## config.mk

```make
export PLATFORM = sky130hd
export DESIGN_NAME = mem_bus_arbiter
export DESIGN_NICKNAME = d
export VERILOG_FILES = /design/src/rtl/mem_bus_arbiter.sv
export SDC_FILE = /design/constraint.sdc
export NUM_CORES = 1
export LEC_CHECK = 0
export ABC_AREA = 1
export CORE_MARGIN = 2
export CORE_UTILIZATION = 41
export CTS_BUF_LIST = sky130_fd_sc_hd__clkbuf_4
export DETAILED_ROUTE_END_ITERATION = 10
export PLACE_DENSITY = 0.82
export SETUP_SLACK_MARGIN = 0.3
export SYNTH_ARGS = -nofsm -noshare
export SYNTH_HDL_FRONTEND = slang
export SYNTH_SLANG_ARGS = --single-unit
export TNS_END_PERCENT = 50
```

## constraint.sdc

```tcl
create_clock -name clk -period 1.5 [get_ports clk]
set_input_delay 0.3 -clock clk [delete_from_list [all_inputs] [get_ports clk]]
set_output_delay 0.3 -clock clk [all_outputs]
set_load 0.005 [all_outputs]
```

## src/rtl/mem_bus_arbiter.sv

```systemverilog
// mem_bus_arbiter: two-master, one-slave memory bus arbiter.
// Master 0 (CPU) and master 1 (UART bootloader/DMA) share one RAM/IO slave.
// Round-robin arbitration with one transaction outstanding; a slave-ack
// timeout aborts hung transactions with an error so the bus never locks up.
//
// Ports:
//   clk, reset                 rising-edge clock, synchronous active-high reset
//   mX_req/we/addr/wdata/wmask master X command, held until mX_done
//   mX_done/err/rdata          one-cycle completion pulse, error flag, read data
//   s_req/we/addr/wdata/wmask  slave command; s_* qualified only by s_req
//   s_ack/s_rdata              slave completion and read data
module mem_bus_arbiter #(
    parameter int unsigned ADDR_W  = 24,
    parameter int unsigned DATA_W  = 32,
    parameter int unsigned TIMEOUT = 255
) (
    input  logic                clk,
    input  logic                reset,
    input  logic                m0_req,
    input  logic                m0_we,
    input  logic [ADDR_W-1:0]   m0_addr,
    input  logic [DATA_W-1:0]   m0_wdata,
    input  logic [DATA_W/8-1:0] m0_wmask,
    output logic                m0_done,
    output logic                m0_err,
    output logic [DATA_W-1:0]   m0_rdata,
    input  logic                m1_req,
    input  logic                m1_we,
    input  logic [ADDR_W-1:0]   m1_addr,
    input  logic [DATA_W-1:0]   m1_wdata,
    input  logic [DATA_W/8-1:0] m1_wmask,
    output logic                m1_done,
    output logic                m1_err,
    output logic [DATA_W-1:0]   m1_rdata,
    output logic                s_req,
    output logic                s_we,
    output logic [ADDR_W-1:0]   s_addr,
    output logic [DATA_W-1:0]   s_wdata,
    output logic [DATA_W/8-1:0] s_wmask,
    input  logic                s_ack,
    input  logic [DATA_W-1:0]   s_rdata
);

    localparam int unsigned MASK_W = DATA_W / 8;
    localparam int unsigned CNT_W  = $clog2(TIMEOUT + 1);

    localparam logic [CNT_W-1:0] CNT_LAST = CNT_W'(TIMEOUT - 1);
    localparam logic [CNT_W-1:0] CNT_MAX  = {CNT_W{1'b1}};

    localparam logic [1:0] ST_IDLE = 2'd0;
    localparam logic [1:0] ST_BUSY = 2'd1;
    localparam logic [1:0] ST_DONE = 2'd2;

    logic [1:0]        state_q, state_d;
    logic              last_grant_q, last_grant_d;
    logic              grant_q, grant_d;
    logic [CNT_W-1:0]  cnt_q, cnt_d;

    logic              s_req_q, s_req_d;
    logic              s_we_q, s_we_d;
    logic [ADDR_W-1:0] s_addr_q, s_addr_d;
    logic [DATA_W-1:0] s_wdata_q, s_wdata_d;
    logic [MASK_W-1:0] s_wmask_q, s_wmask_d;

    logic              m0_done_q, m0_done_d;
    logic              m0_err_q, m0_err_d;
    logic [DATA_W-1:0] m0_rdata_q, m0_rdata_d;
    logic              m1_done_q, m1_done_d;
    logic              m1_err_q, m1_err_d;
    logic [DATA_W-1:0] m1_rdata_q, m1_rdata_d;

    logic              win_c;
    logic              fin_c;
    logic              fin_err_c;
    logic [DATA_W-1:0] fin_rdata_c;

    // Next-state and datapath logic
    always_comb begin
        state_d      = state_q;
        last_grant_d = last_grant_q;
        grant_d      = grant_q;
        cnt_d        = cnt_q;
        s_req_d      = s_req_q;
        s_we_d       = s_we_q;
        s_addr_d     = s_addr_q;
        s_wdata_d    = s_wdata_q;
        s_wmask_d    = s_wmask_q;
        m0_done_d    = 1'b0;
        m0_err_d     = m0_err_q;
        m0_rdata_d   = m0_rdata_q;
        m1_done_d    = 1'b0;
        m1_err_d     = m1_err_q;
        m1_rdata_d   = m1_rdata_q;
        win_c        = 1'b0;
        fin_c        = 1'b0;
        fin_err_c    = 1'b0;
        fin_rdata_c  = '0;

        case (state_q)
            ST_IDLE: begin
                // On a tie the master that was not served last wins
                if (m0_req && m1_req) begin
                    win_c = ~last_grant_q;
                end else begin
                    win_c = m1_req;
                end
                if (m0_req || m1_req) begin
                    grant_d      = win_c;
                    last_grant_d = win_c;
                    cnt_d        = '0;
                    s_req_d      = 1'b1;
                    s_we_d       = win_c ? m1_we    : m0_we;
                    s_addr_d     = win_c ? m1_addr  : m0_addr;
                    s_wdata_d    = win_c ? m1_wdata : m0_wdata;
                    s_wmask_d    = win_c ? m1_wmask : m0_wmask;
                    state_d      = ST_BUSY;
                end
            end

            ST_BUSY: begin
                // Saturating count so an oversized wait never wraps
                cnt_d = (cnt_q == CNT_MAX) ? cnt_q : cnt_q + CNT_W'(1);
                // Ack takes priority over a coincident timeout
                if (s_ack) begin
                    fin_c       = 1'b1;
                    fin_err_c   = 1'b0;
                    fin_rdata_c = s_rdata;
                end else if (cnt_q == CNT_LAST) begin
                    fin_c       = 1'b1;
                    fin_err_c   = 1'b1;
                    fin_rdata_c = '0;
                end
                if (fin_c) begin
                    s_req_d = 1'b0;
                    state_d = ST_DONE;
                    if (grant_q) begin
                        m1_done_d  = 1'b1;
                        m1_err_d   = fin_err_c;
                        m1_rdata_d = fin_rdata_c;
                    end else begin
                        m0_done_d  = 1'b1;
                        m0_err_d   = fin_err_c;
                        m0_rdata_d = fin_rdata_c;
                    end
                end
            end

            ST_DONE: begin
                state_d = ST_IDLE;
            end

            default: begin
                state_d = ST_IDLE;
                s_req_d = 1'b0;
            end
        endcase
    end

    // State and output registers
    always_ff @(posedge clk) begin
        if (reset) begin
            state_q      <= ST_IDLE;
            last_grant_q <= 1'b1;
            grant_q      <= 1'b0;
            cnt_q        <= '0;
            s_req_q      <= 1'b0;
            s_we_q       <= 1'b0;
            s_addr_q     <= '0;
            s_wdata_q    <= '0;
            s_wmask_q    <= '0;
            m0_done_q    <= 1'b0;
            m0_err_q     <= 1'b0;
            m0_rdata_q   <= '0;
            m1_done_q    <= 1'b0;
            m1_err_q     <= 1'b0;
            m1_rdata_q   <= '0;
        end else begin
            state_q      <= state_d;
            last_grant_q <= last_grant_d;
            grant_q      <= grant_d;
            cnt_q        <= cnt_d;
            s_req_q      <= s_req_d;
            s_we_q       <= s_we_d;
            s_addr_q     <= s_addr_d;
            s_wdata_q    <= s_wdata_d;
            s_wmask_q    <= s_wmask_d;
            m0_done_q    <= m0_done_d;
            m0_err_q     <= m0_err_d;
            m0_rdata_q   <= m0_rdata_d;
            m1_done_q    <= m1_done_d;
            m1_err_q     <= m1_err_d;
            m1_rdata_q   <= m1_rdata_d;
        end
    end

    assign s_req    = s_req_q;
    assign s_we     = s_we_q;
    assign s_addr   = s_addr_q;
    assign s_wdata  = s_wdata_q;
    assign s_wmask  = s_wmask_q;
    assign m0_done  = m0_done_q;
    assign m0_err   = m0_err_q;
    assign m0_rdata = m0_rdata_q;
    assign m1_done  = m1_done_q;
    assign m1_err   = m1_err_q;
    assign m1_rdata = m1_rdata_q;

endmodule

```

After elaboration in Yosys (flattened, before gate mapping)
Cells that the tools add are included.

Bits in registers: 142. Input bits: 159. Output and inout bits: 130. Word-level logic and storage cells: 61.

$add $sub $neg: 1. Equal/unequal tests: 7. Mux-type cells: 22. Bitwise gates (word level): 5. Reductions and logical operators: 11.

Operator list (number): two-way mux 32 bit (2); two-way mux 24 bit (1); == test 8 bit (second input constant) (2); two-way mux 8 bit (2); case mux 8 bit (2 select lines) (1); AND reduction 3 bit (4); two-way mux 1 bit (11); adder 8 x 1 -> 8 bit (second input constant) (1); inequality test 2 bit (second input constant) (3); inverter 1 bit (5); two-way mux 2 bit (2); two-way mux 4 bit (1); case mux 2 bit (2 select lines) (1); AND reduction 2 bit (2); case mux 1 bit (3 select lines) (1); OR reduction 3 bit (1); == test 2 x 1 -> 1 bit (second input constant) (1); == test 2 bit (second input constant) (1); zero test 2 bit (1); nonzero test 2 bit (1); logical AND 1 bit (1); logical OR 1 bit (1).

Logic depth before layout (Yosys ltp)
Word-level depth: 6. Depth in mapped cells: 10. Mapped depth without buffers: 10.

Worst setup path after synthesis
No wires, ideal clock.

Path kind: reg-to-reg. Start point: reg cnt_q[0]. End point: reg m0_rdata_q[10] (netlist: m0_rdata[10]). Setup time: 0.132 ns. Arrival: 1.208 ns. Data required time: 1.368 ns. Setup slack: 0.160 ns. Stages on the path, launching flop included: 11. Buffers on the path: 1. Clock period less this slack: 1.340 ns. Cell sequence: dfxtp_1 inv_1 ha_1 inv_1 nor2_1 nand2_1 nand2_2 nand3_2 buf_6 nand2_1 a21oi_1.

Word-level cells in the longest chain between the ends: 5.

RTL lines: start: declaration (line 57) `logic [CNT_W-1:0] cnt_q, cnt_d;`; start signal: assignment (line 181) `cnt_q <= cnt_d;`; == test 8 bit (line 128) `end else if (cnt_q == CNT_LAST) begin`; two-way mux 1 bit (line 128); two-way mux 1 bit (line 124) `if (s_ack) begin`; two-way mux 1 bit (line 99) `case (state_q)`; AND reduction 3 bit (no line); end signal: assignment (line 189) `m0_rdata_q <= m0_rdata_d;`; end: declaration (line 67) `logic [DATA_W-1:0] m0_rdata_q, m0_rdata_d;`.

Every way passes these cells. The select of a mux whose other input is x is not followed. A chain may end at the register's enable or synchronous reset.

Worst setup path in the final report
Start point: reg cnt_q[0]. End point: reg m0_rdata_q[24] (netlist: m0_rdata[24]).

The elaborated chain is that of the path after synthesis.

==> results.md <==
- The cell count after synthesis is 736.
- Across the routed clock network, the largest skew measured is 0.0181 ns.
- The biggest area contributor in the post-synthesis netlist is dfxtp_1.
- From left edge to right edge, the die measures 122 um.
- The number of input and output port buffers inserted is 288.
- Dividing the detail-routed via count by the number of cells gives 5.64.
- The post-route netlist has 49.3% of its cells at a drive strength greater than 1.
- Ranked by total cell area, the synthesized netlist is headed by dfxtp_1 50%, nand2_1 10%, nor2_1 8.9%.
- Once routing completed, OpenROAD measured the worst setup slack at -0.0138 ns.
- In this run the worst hold path is classified as primary input to flip-flop.
- The flow ran to the end, but the final reports show violations.
- The post-synth net total is 897.
- The post-layout instance count excluding filler cells is 1,256.
- The slew of the pin with the lowest slew margin is 0.596 ns.
- The count of boundary I/O pins is 289.
- Max-cap violations in this run came to 0.
- The clock tree synthesis step divided the H-tree into 4 levels.
- The die outline height is 122 um.
- The number of cells on the worst reg-to-reg path is 10.
- The post-synthesis async set-or-reset flop share is 0%.
- The number of buffers inserted by hold repair at cts is 0.
- The number of setup violations in the final report is 9.
- The worst slew margin relative to its limit is 60.2%.
- The post-synthesis cell area is 5740 sq um.
- At the later pin of the worst-skew pair, clock insertion delay measures 0.58 ns.
- The filler cell count in the final layout is 800.
- The fraction of synthesized cell area taken by the top area cell type is 49.6%.
- The CTS tree is done.
- The worst hold path was traced through 4 stages.
- The first detailed-routing pass ran for 5 iterations.
- The number of nets with antenna violations after routing is 0.
- The most frequent cell after synthesis is nand2_1.
- The first routing iteration left 528 violations.
- The area growth from synthesis to final layout is 92.0%.
- Ranked by instance count, the synthesized netlist is headed by 153 x nand2_1, 142 x dfxtp_1, 136 x nor2_1.
- The minimum hold slack is 0.174 ns.
- Clock tree synthesis selected as its root buffer the cell clkbuf_4.
- The number of synthesized flops with an enable pin is 0.
- The final number of hold-violating endpoints is 0.
- The detailed router placed 7,081 vias in this run.
- A synthesized cell averages 7.79 sq um.
- The routability-driven placement congestion ratio is 0.886.
- After the last flow step, the layout net total stands at 1,226.
- At the worst endpoint, the arrival time is 1.96 ns.
- For this run, design rule violations remaining after detail routing come to 0.
- The die outline area is 15,000 sq um.
- STA classifies the critical path endpoint as a flip-flop.
- Entering global routing, the biggest net connects 74 pins.
- The number of CTS-inserted buffers is 17.
- The share of the clock period used by the worst path is 101%.
- Once placement completed, the tool counted placed cells totaling 1,177.
- In this run, distinct cell masters in the synthesized netlist total 23.
- The highest fanout seen on the critical path is 8.
- The Yosys step of the flow raised 0 warnings.
- The final cell utilization of the core is 79.9%.
- The detailed-route wire length per cell is 20.8 um.
- The register area share after synthesis is 49.6%.
- The via count of the first global-routing pass was 6,150.
- The power density over the cells is 882 nW/um^2.
- The startpoint-to-endpoint class of the critical path is flip-flop to flip-flop.
- Once the floorplan was initialized, standard cells occupied 41.6% of the core.
- The overall routing resource usage is 26.7%.
- The worst supply voltage drop on vdd is 0.536 mV.
- Clock tree synthesis found a total of 142 sinks.
- The final reports fail on setup timing.
- Among all flip-flop cells after synthesis, the most frequent one is dfxtp_1.
- For this block, the routed nets add up to 26,100 um of wire.
- The region available for standard cell placement spans 13,800 sq um.
- The worst setup path startpoint is cnt_q[0].
- The global-route congestion overflow total is 0.
- Setup repair after global routing could not meet its margin everywhere.
- The worst path in the final design needs a cycle of 1.51 ns, including I/O delays and setup.
- The synthesis-stage register bit count is 142.
- The placement row count is 43.
- The source of the worst hold timing path is s_ack.
- The number of max-slew violations in the final report was 0.
- The maximum clock insertion buffer count is 2.
- Once detailed placement completed, the half-perimeter wirelength came to 13,600 um.
- The worst setup path is launched from a flip-flop.
- The initial antenna violation count came to 0.
- The clock transition at the registers of the reported paths is 0.12 ns.
- The data required time of the worst path is 1.95 ns.
- The highest achievable clock rate is 661 MHz.
- For this design the static power due to leakage is 4.68 nW.
- The critical register-to-register path startpoint is cnt_q[0].
- The count of inserted antenna diode cells is 0.
- At the placement stage, the worst setup path has a slack of -0.211 ns.
- The first-pass GRT wire length is 31,000 um.
-- cells in the final DEF, fill, tap and decap left out, types with 2 or more instances in the layout --
cell type	synthesis	layout
a21oi_1	73	68
a21oi_2	0	5
buf_12	0	14
buf_16	0	2
buf_2	12	44
buf_4	7	42
buf_6	7	91
buf_8	0	7
bufinv_16	0	2
clkbuf_16	0	12
clkbuf_4	0	18
clkdlybuf4s50_1	0	156
clkinv_1	0	2
clkinv_2	0	4
dfxtp_1	142	6
dfxtp_2	0	127
dfxtp_4	0	9
inv_1	13	11
inv_2	6	4
inv_4	0	3
inv_6	0	2
nand2_1	153	84
nand2_2	5	26
nand2_4	0	46
nand2_8	0	3
nand3_1	7	7
nand3_4	0	2
nand4_1	66	66
nor2_1	136	133
nor2_2	1	3
nor2_4	2	3
o21ai_0	2	2
o31ai_1	62	6
o31ai_2	0	29
o31ai_4	0	27
-- registers in the layout (all words and copies together), names as in the netlist --
name	count
state_q	2
s_we	1
grant_q	1
s_wdata	32
cnt_q	8
last_grant_q	1
s_addr	24
m1_err	1
m0_done	1
m1_rdata	32
m1_done	1
s_wmask	4
m0_err	1
s_req	1
m0_rdata	32
-- path summary, 6_finish.rpt --
kind	to	slack (ns)
max	m0_rdata[24]	-0.01
max reg2reg	m0_rdata[24]	-0.01
min reg2reg	m0_rdata[25]	0.46
min	m0_err	0.17
-- cell type report --
cell class | instances | area, sq um | area share [%]
repair inverters | 1 | 11.3 | 0.102
clock buffers | 18 | 135 | 1.23
multi-input cells | 516 | 3530 | 32.0
inverters | 19 | 91.3 | 0.830
clock inverters | 12 | 121 | 1.10
repair buffers | 368 | 3860 | 35.1
flip-flops and latches | 142 | 3040 | 27.6
well taps | 180 | 225 | 2.05
-- per-layer routing --
layer / vias to the layer above / wire [um] / GRT usage [%]
met4: 0 / 1320 / 13.9
li1: 3178 / - / -
met5: - / 0 / 0
met3: 87 / 2330 / 8.46
met1: 3400 / 9290 / 29.8
met2: 416 / 13100 / 45.4
-- through the flow --
stage | power [mW] | cell area, sq um | setup TNS (ns)
after floorplan | 5.03 | 5770 | 0
final | 9.71 | 11000 | -0.0574
after global routing | 10.0 | 11000 | -2.94
after CTS | 8.69 | 9350 | 0
after global placement | 6.28 | 8930 | -9.93
after detailed placement | 6.29 | 8930 | -11.91
-- power by group --
group | internal (mW) | switching (mW) | total, mW
sequential | 4.10 | 0.262 | 4.36
clock | 0.977 | 1.44 | 2.42
combinational | 1.55 | 1.38 | 2.93
total | 6.62 | 3.09 | 9.71
-- what timing repair did --
| item | 4_1_cts | 5_1_grt |
|---|---|---|
| setup buffers | 16 | 13 |
| gates cloned | 2 | 18 |
| gates resized for setup | 732 | 261 |
| endpoints found under the setup margin | 268 | 271 |
| pin swaps | 2 | 59 |
-- cell families after synthesis --
family                   Yosys count  synth area share, %
buffers and inverters             79                 6.81
AND/OR/NAND/NOR                  375                 28.4
adder cells (fa/ha/maj)            2                0.436
flip-flops                       142                 49.6
AO/OA/AOI/OAI                    138                 14.8
-- worst max-delay path, cell delays in order (launching register included) --
cell and delay [ns]:
dfxtp_4 0.38, inv_2 0.06, ha_4 0.11, inv_2 0.04, nor2_4 0.08, nand2_2 0.08
nand2_4 0.09, nand3_4 0.19, clkbuf_16 0.26, nand2_2 0.06, a21oi_1 0.05
Power figures use the tool's default switching activity.
